**config.mk**
```make
export PLATFORM = sky130hd
export DESIGN_NAME = sat_counter
export DESIGN_NICKNAME = d
export VERILOG_FILES = /design/src/rtl/sat_counter.sv
export SDC_FILE = /design/constraint.sdc
export NUM_CORES = 1
export LEC_CHECK = 0
export BUFFER_PORTS_ARGS = -buffer_cell sky130_fd_sc_hd__buf_2
export CAP_MARGIN = 40
export CORE_UTILIZATION = 52
export CTS_CLUSTER_DIAMETER = 30
export CTS_CLUSTER_SIZE = 30
export DETAILED_ROUTE_END_ITERATION = 16
export PLACE_DENSITY = 0.79
export SETUP_SLACK_MARGIN = 0.05
export SLEW_MARGIN = 20
export SYNTH_ARGS = -nofsm -noshare
export SYNTH_HDL_FRONTEND = slang
export SYNTH_SLANG_ARGS = --single-unit
```
**constraint.sdc**
```tcl
create_clock -name clk -period 1.9 [get_ports clk]
set_input_delay 0 -clock clk [delete_from_list [all_inputs] [get_ports clk]]
set_output_delay 0 -clock clk [all_outputs]
set_load 0.01 [all_outputs]
```
**src/rtl/sat_counter.sv**
```systemverilog
// Saturating up-counter with synchronous clear.
// Ports:
//   clk, rst_n : clock, asynchronous active-low reset
//   clr        : synchronous clear (takes priority over en)
//   en         : count one step; holds at all-ones
//   count      : current count
module sat_counter #(
    parameter int unsigned CNT_W = 16
) (
    input  logic             clk,
    input  logic             rst_n,
    input  logic             clr,
    input  logic             en,
    output logic [CNT_W-1:0] count
);

    always_ff @(posedge clk or negedge rst_n) begin
        if (!rst_n) begin
            count <= '0;
        end else if (clr) begin
            count <= '0;
        end else if (en && (count != {CNT_W{1'b1}})) begin
            count <= count + CNT_W'(1);
        end
    end

endmodule

```
# Word level (Yosys, flattened, before mapping)
# Cells that the tools add are included.
# W data, S select, Z words.
[word_totals]
ff_bits = 16
output_inout_bits = 16
inputBits = 4
[classes]
n_addsub = 1
n_mux = 2
n_eq_ne = 1
reduce_logical = 2
[op_table]
columns = ["operator", "count"]
rows = [
  ["$mux W16", 2],
  ["$add A16 B1 Y16 const B", 1],
  ["$ne A16 B16 Y1 const B", 1],
  ["$reduce_bool A2 Y1", 1],
  ["$logic_and A1 B1 Y1", 1],
]

# Longest topological paths before layout
# Gate-level depths: netlist of run 1.
[logic_depth]
ltp_word = 4
ltp_mapped = 6

# Least setup slack after synthesis of run 1
# OpenSTA, ideal clock, no wires.
[synth_path]
path_kind = "reg-to-reg"
start = "register count[0]"
end = "register count[15]"
setup_ps = 128
synth_period_minus_slack_ps = 1798
arrival_time_ps = 1670
path_buffers = 0
path_stages_with_launch = 6
required_ps = 1772
setup_slack_ps = 102
path_cell_list = "dfrtp_1 -> ha_1 -> nand4_2 -> nor4_4 -> nor4_1 -> mux2_1"
[synth_via]
elab_chain_cells = 3
elab_cells_between_ends = 6
classes_between = "add/sub (1); eq/ne (1); mux (2); reduce/logical (2)"
[synth_rtl]
columns = ["element", "line", "source"]
rows = [
  ["start: declaration", "14", "output logic [CNT_W-1:0] count"],
  ["start signal: assignment", "23", "count <= count + CNT_W'(1);"],
  ["$add A16 B1 Y16 or $ne A16 B16 Y1 (tied branches)", "23, 22", ""],
  ["$mux W16 or $logic_and A1 B1 Y1 (tied branches)", "22", "end else if (en && (count != {CNT_W{1'b1}})) begin"],
  ["$mux W16 or $reduce_bool A2 Y1 (tied branches)", "n/a", ""],
]
# Parallel ways exist; a longest one is shown, timed or not. The select of a mux whose other input is x is not followed.
# A chain may end at the register's enable or synchronous reset.

# Worst setup path after layout of run 1
[layout_path]
start = "register count[2]"
end = "register count[11]"
# Same word-level chain as after synthesis.

==> impl_metrics.env, run 1 <==
export IMPL_overflow=0
export IMPL_dp_hpwl_um=1450
export IMPL_status="completed"
export IMPL_antenna_found_initial=0
export IMPL_insertion_delay_ns=0.29
export IMPL_p_comb_frac=0.073
export IMPL_holdPathEnd="count[1]$_DFFE_PN0P_"
export IMPL_hold_path_class="input port to register"
export IMPL_die_w_um=44.6
export IMPL_holdPathStages=3
export IMPL_setup_tns_ns=0
export IMPL_period_minus_slack_ns=1.78
export IMPL_grt_pass1_vias=838
export IMPL_cts_root_buf="clkbuf_4"
export IMPL_finalInstanceArea_mm2=0.00115
export IMPL_relSlewSlack=0.637
export IMPL_num_rows=15
export IMPL_cts_sinks=16
export IMPL_area_growth_synth_to_final_pct=21.8
export IMPL_async_flop_share=1.00
export IMPL_wire_per_inst_um=15.8
export IMPL_yosys_area_top_type_share=0.425
export IMPL_crit_slowest_cell="dfrtp_1"
export IMPL_critPathMaxStageDelay_ns=0.49
export IMPL_yosysMostFrequentCell="dfrtp_1"
export IMPL_post_route_drc_count=0
export IMPL_crit_buf_inv=0
export IMPL_path_cells="and4_2 -> nand4_1 -> nor4_1 -> mux2_1"
export IMPL_synth_top_area_cell="dfrtp_1"
export IMPL_initial_core_util=0.552
export IMPL_ys_warn_count=0
export IMPL_cp_top_family="simple AND/OR/NAND/NOR gates"
export IMPL_largest_reg_flops=16
export IMPL_maxCapViolations=0
export IMPL_drt_iter0_drc=33
export IMPL_finalNetCount=129
export IMPL_regToRegSetupSlack_ns=0.12
export IMPL_seqPwrFrac=0.559
export IMPL_critPathLaunchType="register"
export IMPL_p_clk_frac=0.368
export IMPL_internal_power_uw=475
export IMPL_grt_max_degree=23
export IMPL_gp_congestion=0.813
export IMPL_top_regs="count (16)"
export IMPL_rsz0062_at_grt="true"
export IMPL_fin_skew_ns=0.000879
export IMPL_r2r_start="count[2]$_DFFE_PN0P_"
export IMPL_worstSetupEndpointType="register"
export IMPL_power_density_mw_per_mm2=539
export IMPL_io_buffers=19
export IMPL_p_switching_uw=143
export IMPL_cts_path_max_buffers=2
export IMPL_layoutNonFillerInstCount=148
export IMPL_dr_pass1_iters=4
export IMPL_worstSetupPathType="register to register"
export IMPL_ir_drop_mv=0.457
export IMPL_antennaDiodeCount=0
export IMPL_numCtsBuffers=3
export IMPL_synth_area_leaders="dfrtp_1, a21oi_1, o31ai_1"
export IMPL_core_area_mm2=0.00171
export IMPL_swShare=0.232
export IMPL_fmax_mhz=560
export IMPL_synth_common_cells="dfrtp_1, a21oi_1, o31ai_1, nand2_1, nand4_1"
export IMPL_wirelength_um=2340
export IMPL_drv_slew=0
export IMPL_reg2reg_depth=4
export IMPL_syn_avg_cell_area_um2=9.61
export IMPL_dieArea_mm2=0.00199
export IMPL_fill_cells=140
export IMPL_p_leak_uw=0.000521
export IMPL_placed_cells=142
export IMPL_tightestPinTransition_ns=0.544
export IMPL_grt_pass1_wl_um=3750
export IMPL_cts_tree="built"
export IMPL_syn_inst=98
export IMPL_worstPathArrival_ns=1.97
export IMPL_synth_main_ff_cell="dfrtp_1"
export IMPL_ctsHtreeMaxLevel=1
export IMPL_synth_edff_count=0
export IMPL_drtAntennaViolNets=0
export IMPL_fin_util=0.672
export IMPL_cp_max_fo=8
export IMPL_synth_seq_cells=16
export IMPL_cp_required_ns=2.08
export IMPL_place_area_mm2=0.00108
export IMPL_ios=20
export IMPL_hold_path_startpoint="en"
export IMPL_vias=920
export IMPL_die_height_um=44.6
export IMPL_synth_distinct_cells=28
export IMPL_setup_viol=0
export IMPL_ys_seq_area_frac=0.425
export IMPL_finalHoldViolCount=0
export IMPL_min_period_over_period=0.939
export IMPL_r2r_end="count[11]$_DFFE_PN0P_"
export IMPL_regMostFlops="count"
export IMPL_viasPerCell=6.22
export IMPL_grt_usage=0.262
export IMPL_drive_gt1_frac=0.325
export IMPL_synth_area_um2=942
export IMPL_synth_net_count=103
export IMPL_path_clk_slew_ns=0.09
layer usage:
metal  global-route usage  vias to the layer above  wire length [um]
met5                    0                        -                 0
met4                0.158                        0                53
met3               0.0286                        4               117
met2                0.403                       34              1120
met1                0.355                      445              1050
li1                     -                      437                 -
layout make-up:
| cell class | instances | area (um2) | area share |
|---|---|---|---|
| sequential | 16 | 400 | 0.349 |
| inverter | 3 | 11.3 | 0.00981 |
| timing repair buffer | 25 | 143 | 0.124 |
| tap | 25 | 31.3 | 0.0273 |
| clock buffer | 4 | 36.3 | 0.0316 |
| multi-input combinational | 75 | 526 | 0.458 |
tightest hold or removal path: cells and delay by family:
family | cells | cell delay, ns
buffers and inverters | 1 | 0.13
and+or+nand+nor | 1 | 0.08
AOI/OAI and AO/OA | 1 | 0.06
per-stage QoR:
step | worst slack, ns | power (uW) | hold WS [ns]
6_report | 0.116 | 618 | 0.0149
5_1_grt | -0.0123 | 644 | 0.0231
4_1_cts | 0.112 | 627 | 0.00626
3_5_place_dp | 0.0630 | 395 | -0.0721
3_3_place_gp | 0.128 | 394 | -0.0724
2_1_floorplan | 0.102 | 374 | -0.296
layout by cell type (no fill, tap or decap), types with 5 or more instances in the layout:
cell type,instances
or4_1,5
buf_4,5
dfrtp_1,16
nand2_1,6
buf_2,19
a21oi_1,11
o31ai_1,7
nand4_1,6
power by group through the flow:
stage                     sequential (uW)  combinational, uW  clock, uW
after floorplan                       355               19.2          0
after global placement                352               41.8          0
after detailed placement              352               43.3          0
after CTS                             345               45.2        236
after global routing                  346               50.9        247
final                                 346               45.2        228
repair_timing:
action,CTS,global route
hold buffers,1,0
pin swaps,1,1
endpoints found under the hold margin,16,0
setup endpoints to repair,1,12
setup buffers,0,0
gates resized for setup,0,2
gates cloned,0,1
worst max-delay path by stage:
stage	start	endpoint	slack [ns]	depth (start not counted)
5_1_grt	count[2]$_DFFE_PN0P_	count[11]$_DFFE_PN0P_	-0.01	4
3_3_place_gp	count[0]$_DFFE_PN0P_	count[11]$_DFFE_PN0P_	0.13	5
3_5_place_dp	count[0]$_DFFE_PN0P_	count[15]$_DFFE_PN0P_	0.06	5
6_report	count[2]$_DFFE_PN0P_	count[11]$_DFFE_PN0P_	0.12	4
4_1_cts	count[8]$_DFFE_PN0P_	count[15]$_DFFE_PN0P_	0.11	4
2_1_floorplan	count[0]$_DFFE_PN0P_	count[15]$_DFFE_PN0P_	0.10	5
logic make-up (layout without fill, tap and decap cells):
kind of cell | after synthesis | after routing | share of synthesized area
DFF | 16 | 16 | 0.425
adders and majority gates | 1 | 1 | 0.0133
buffers and inverters | 8 | 32 | 0.0398
and+or+nand+nor | 45 | 46 | 0.312
AOI/OAI and AO/OA | 24 | 24 | 0.162
muxes | 4 | 4 | 0.0478
(Power assumes the default switching activity.)
==> inputs of run 2 (changes only) <==
- HOLD_SLACK_MARGIN: not set -> 0.06
==> run 2 against run 1 <==
Clock skew hardly changed. Count of clock-buffer cells in the layout stayed put. Sequential share of layout area is 0.30 points lower.
==> impl_metrics.env, run 2 (synthesized netlist as in run 1, its figures left out) <==
export IMPL_place_area_mm2=0.00108
export IMPL_post_route_drc_count=0
export IMPL_dp_hpwl_um=1450
export IMPL_drt_iter0_drc=28
export IMPL_period_minus_slack_ns=1.78
export IMPL_layout_commonest_cell="buf_2"
export IMPL_largest_reg_flops=16
export IMPL_grt_max_degree=23
export IMPL_cts_root_buf="clkbuf_4"
export IMPL_wire_per_inst_um=15.5
export IMPL_finalNetCount=130
export IMPL_ctsHtreeMaxLevel=1
export IMPL_overflow=0
export IMPL_grt_pass1_wl_um=3730
export IMPL_finalHoldViolCount=0
export IMPL_finalInstanceArea_mm2=0.00116
export IMPL_layoutNonFillerInstCount=149
export IMPL_maxCapViolations=0
export IMPL_drtAntennaViolNets=0
export IMPL_top_regs="count (16)"
export IMPL_dieArea_mm2=0.00199
export IMPL_die_w_um=44.6
export IMPL_crit_buf_inv=0
export IMPL_fin_skew_ns=0.00127
export IMPL_cts_tree="built"
export IMPL_regMostFlops="count"
export IMPL_worstSetupPathType="register to register"
export IMPL_crit_slowest_cell="dfrtp_1"
export IMPL_cts_path_max_buffers=2
export IMPL_ios=20
export IMPL_rsz0062_at_grt="true"
export IMPL_vias=915
export IMPL_antennaDiodeCount=0
export IMPL_antenna_found_initial=0
export IMPL_status="completed"
export IMPL_path_cells="and4_2 -> nand4_1 -> nor4_1 -> mux2_1"
export IMPL_ir_drop_mv=0.458
export IMPL_critPathLaunchType="register"
export IMPL_dr_pass1_iters=4
export IMPL_tightestPinTransition_ns=0.549
export IMPL_relSlewSlack=0.634
export IMPL_setup_viol=0
export IMPL_fmax_mhz=562
export IMPL_grt_usage=0.261
export IMPL_gp_congestion=0.813
export IMPL_placed_cells=142
export IMPL_io_buffers=19
export IMPL_p_leak_uw=0.000526
export IMPL_path_clk_slew_ns=0.09
export IMPL_holdWs_ns=0.115
export IMPL_cp_required_ns=2.08
export IMPL_design_power_total_uw=620
export IMPL_critPathMaxStageDelay_ns=0.47
export IMPL_drive_gt1_frac=0.323
export IMPL_worstPathArrival_ns=1.96
export IMPL_hold_path_class="input port to register"
export IMPL_initial_core_util=0.552
export IMPL_min_period_over_period=0.937
export IMPL_grt_pass1_vias=831
export IMPL_area_growth_synth_to_final_pct=22.8
export IMPL_power_density_mw_per_mm2=535
export IMPL_drv_slew=0
export IMPL_num_rows=15
export IMPL_setup_tns_ns=0
export IMPL_insertion_delay_ns=0.29
export IMPL_wirelength_um=2310
export IMPL_cp_max_fo=8
export IMPL_core_area_mm2=0.00171
export IMPL_worstSetupEndpointType="register"
export IMPL_viasPerCell=6.14
export IMPL_numCtsBuffers=3
export IMPL_cp_top_family="simple AND/OR/NAND/NOR gates"
export IMPL_cts_sinks=16
export IMPL_final_cell_mix="buf_2, dfrtp_1, a21oi_1"
export IMPL_die_height_um=44.6
==> run 2: worst reg2reg max path, stage by stage (launching register included) <==
cell	delay, ns
dfrtp_1	0.47
and4_2	0.27
nand4_1	0.20
nor4_1	0.38
mux2_1	0.35
==> run 2: routing by layer <==
layer	global-route usage	routed length (um)	up-vias
li1	-	-	439
met1	0.352	1050	448
met3	0.0286	77	4
met4	0.158	51	0
met2	0.400	1130	24
met5	0	0	-
==> run 2: through the flow <==
step                 util  worst slack, ns
global route        0.678           0.0148
floorplan               -            0.102
global placement    0.632            0.128
detailed placement  0.632           0.0630
finish              0.678            0.120
CTS                 0.665            0.112
==> run 2: power breakdown <==
group	total, uW	switching (uW)	internal [uW]
sequential	345	2.17	343
combinational	46.8	30.4	16.5
clock	227	110	117
==> run 2: cell type report <==
| class | count | area, um2 |
|---|---|---|
| Multi-Input combinational cell | 75 | 526 |
| Timing Repair Buffer | 26 | 153 |
| Tap cell | 25 | 31.3 |
| Inverter | 3 | 11.3 |
| Sequential cell | 16 | 400 |
| Fill cell | 138 | 551 |
| Clock buffer | 4 | 36.3 |
==> run 2: path summary, 6_finish.rpt <==
check	from	endpoint	slack, ns	cells after the start
setup / recovery	count[2]$_DFFE_PN0P_	count[13]$_DFFE_PN0P_	0.12	4
hold / removal	clr	count[5]$_DFFE_PN0P_	0.11	2
setup reg to reg	count[2]$_DFFE_PN0P_	count[13]$_DFFE_PN0P_	0.12	4
hold reg to reg	count[10]$_DFFE_PN0P_	count[10]$_DFFE_PN0P_	0.62	2
max in group asynchronous	rst_n	count[1]$_DFFE_PN0P_	1.50	2
min in group asynchronous	rst_n	count[15]$_DFFE_PN0P_	0.14	2
==> run 2: timing repair <==
action / 4_1_cts / 5_1_grt
hold endpoints to repair: 17 / 0
resized for setup: 0 / 2
cloned: 0 / 1
setup endpoints to repair: 1 / 12
hold buffers: 2 / 0
pin swaps: 1 / 1
buffers inserted: 0 / 0
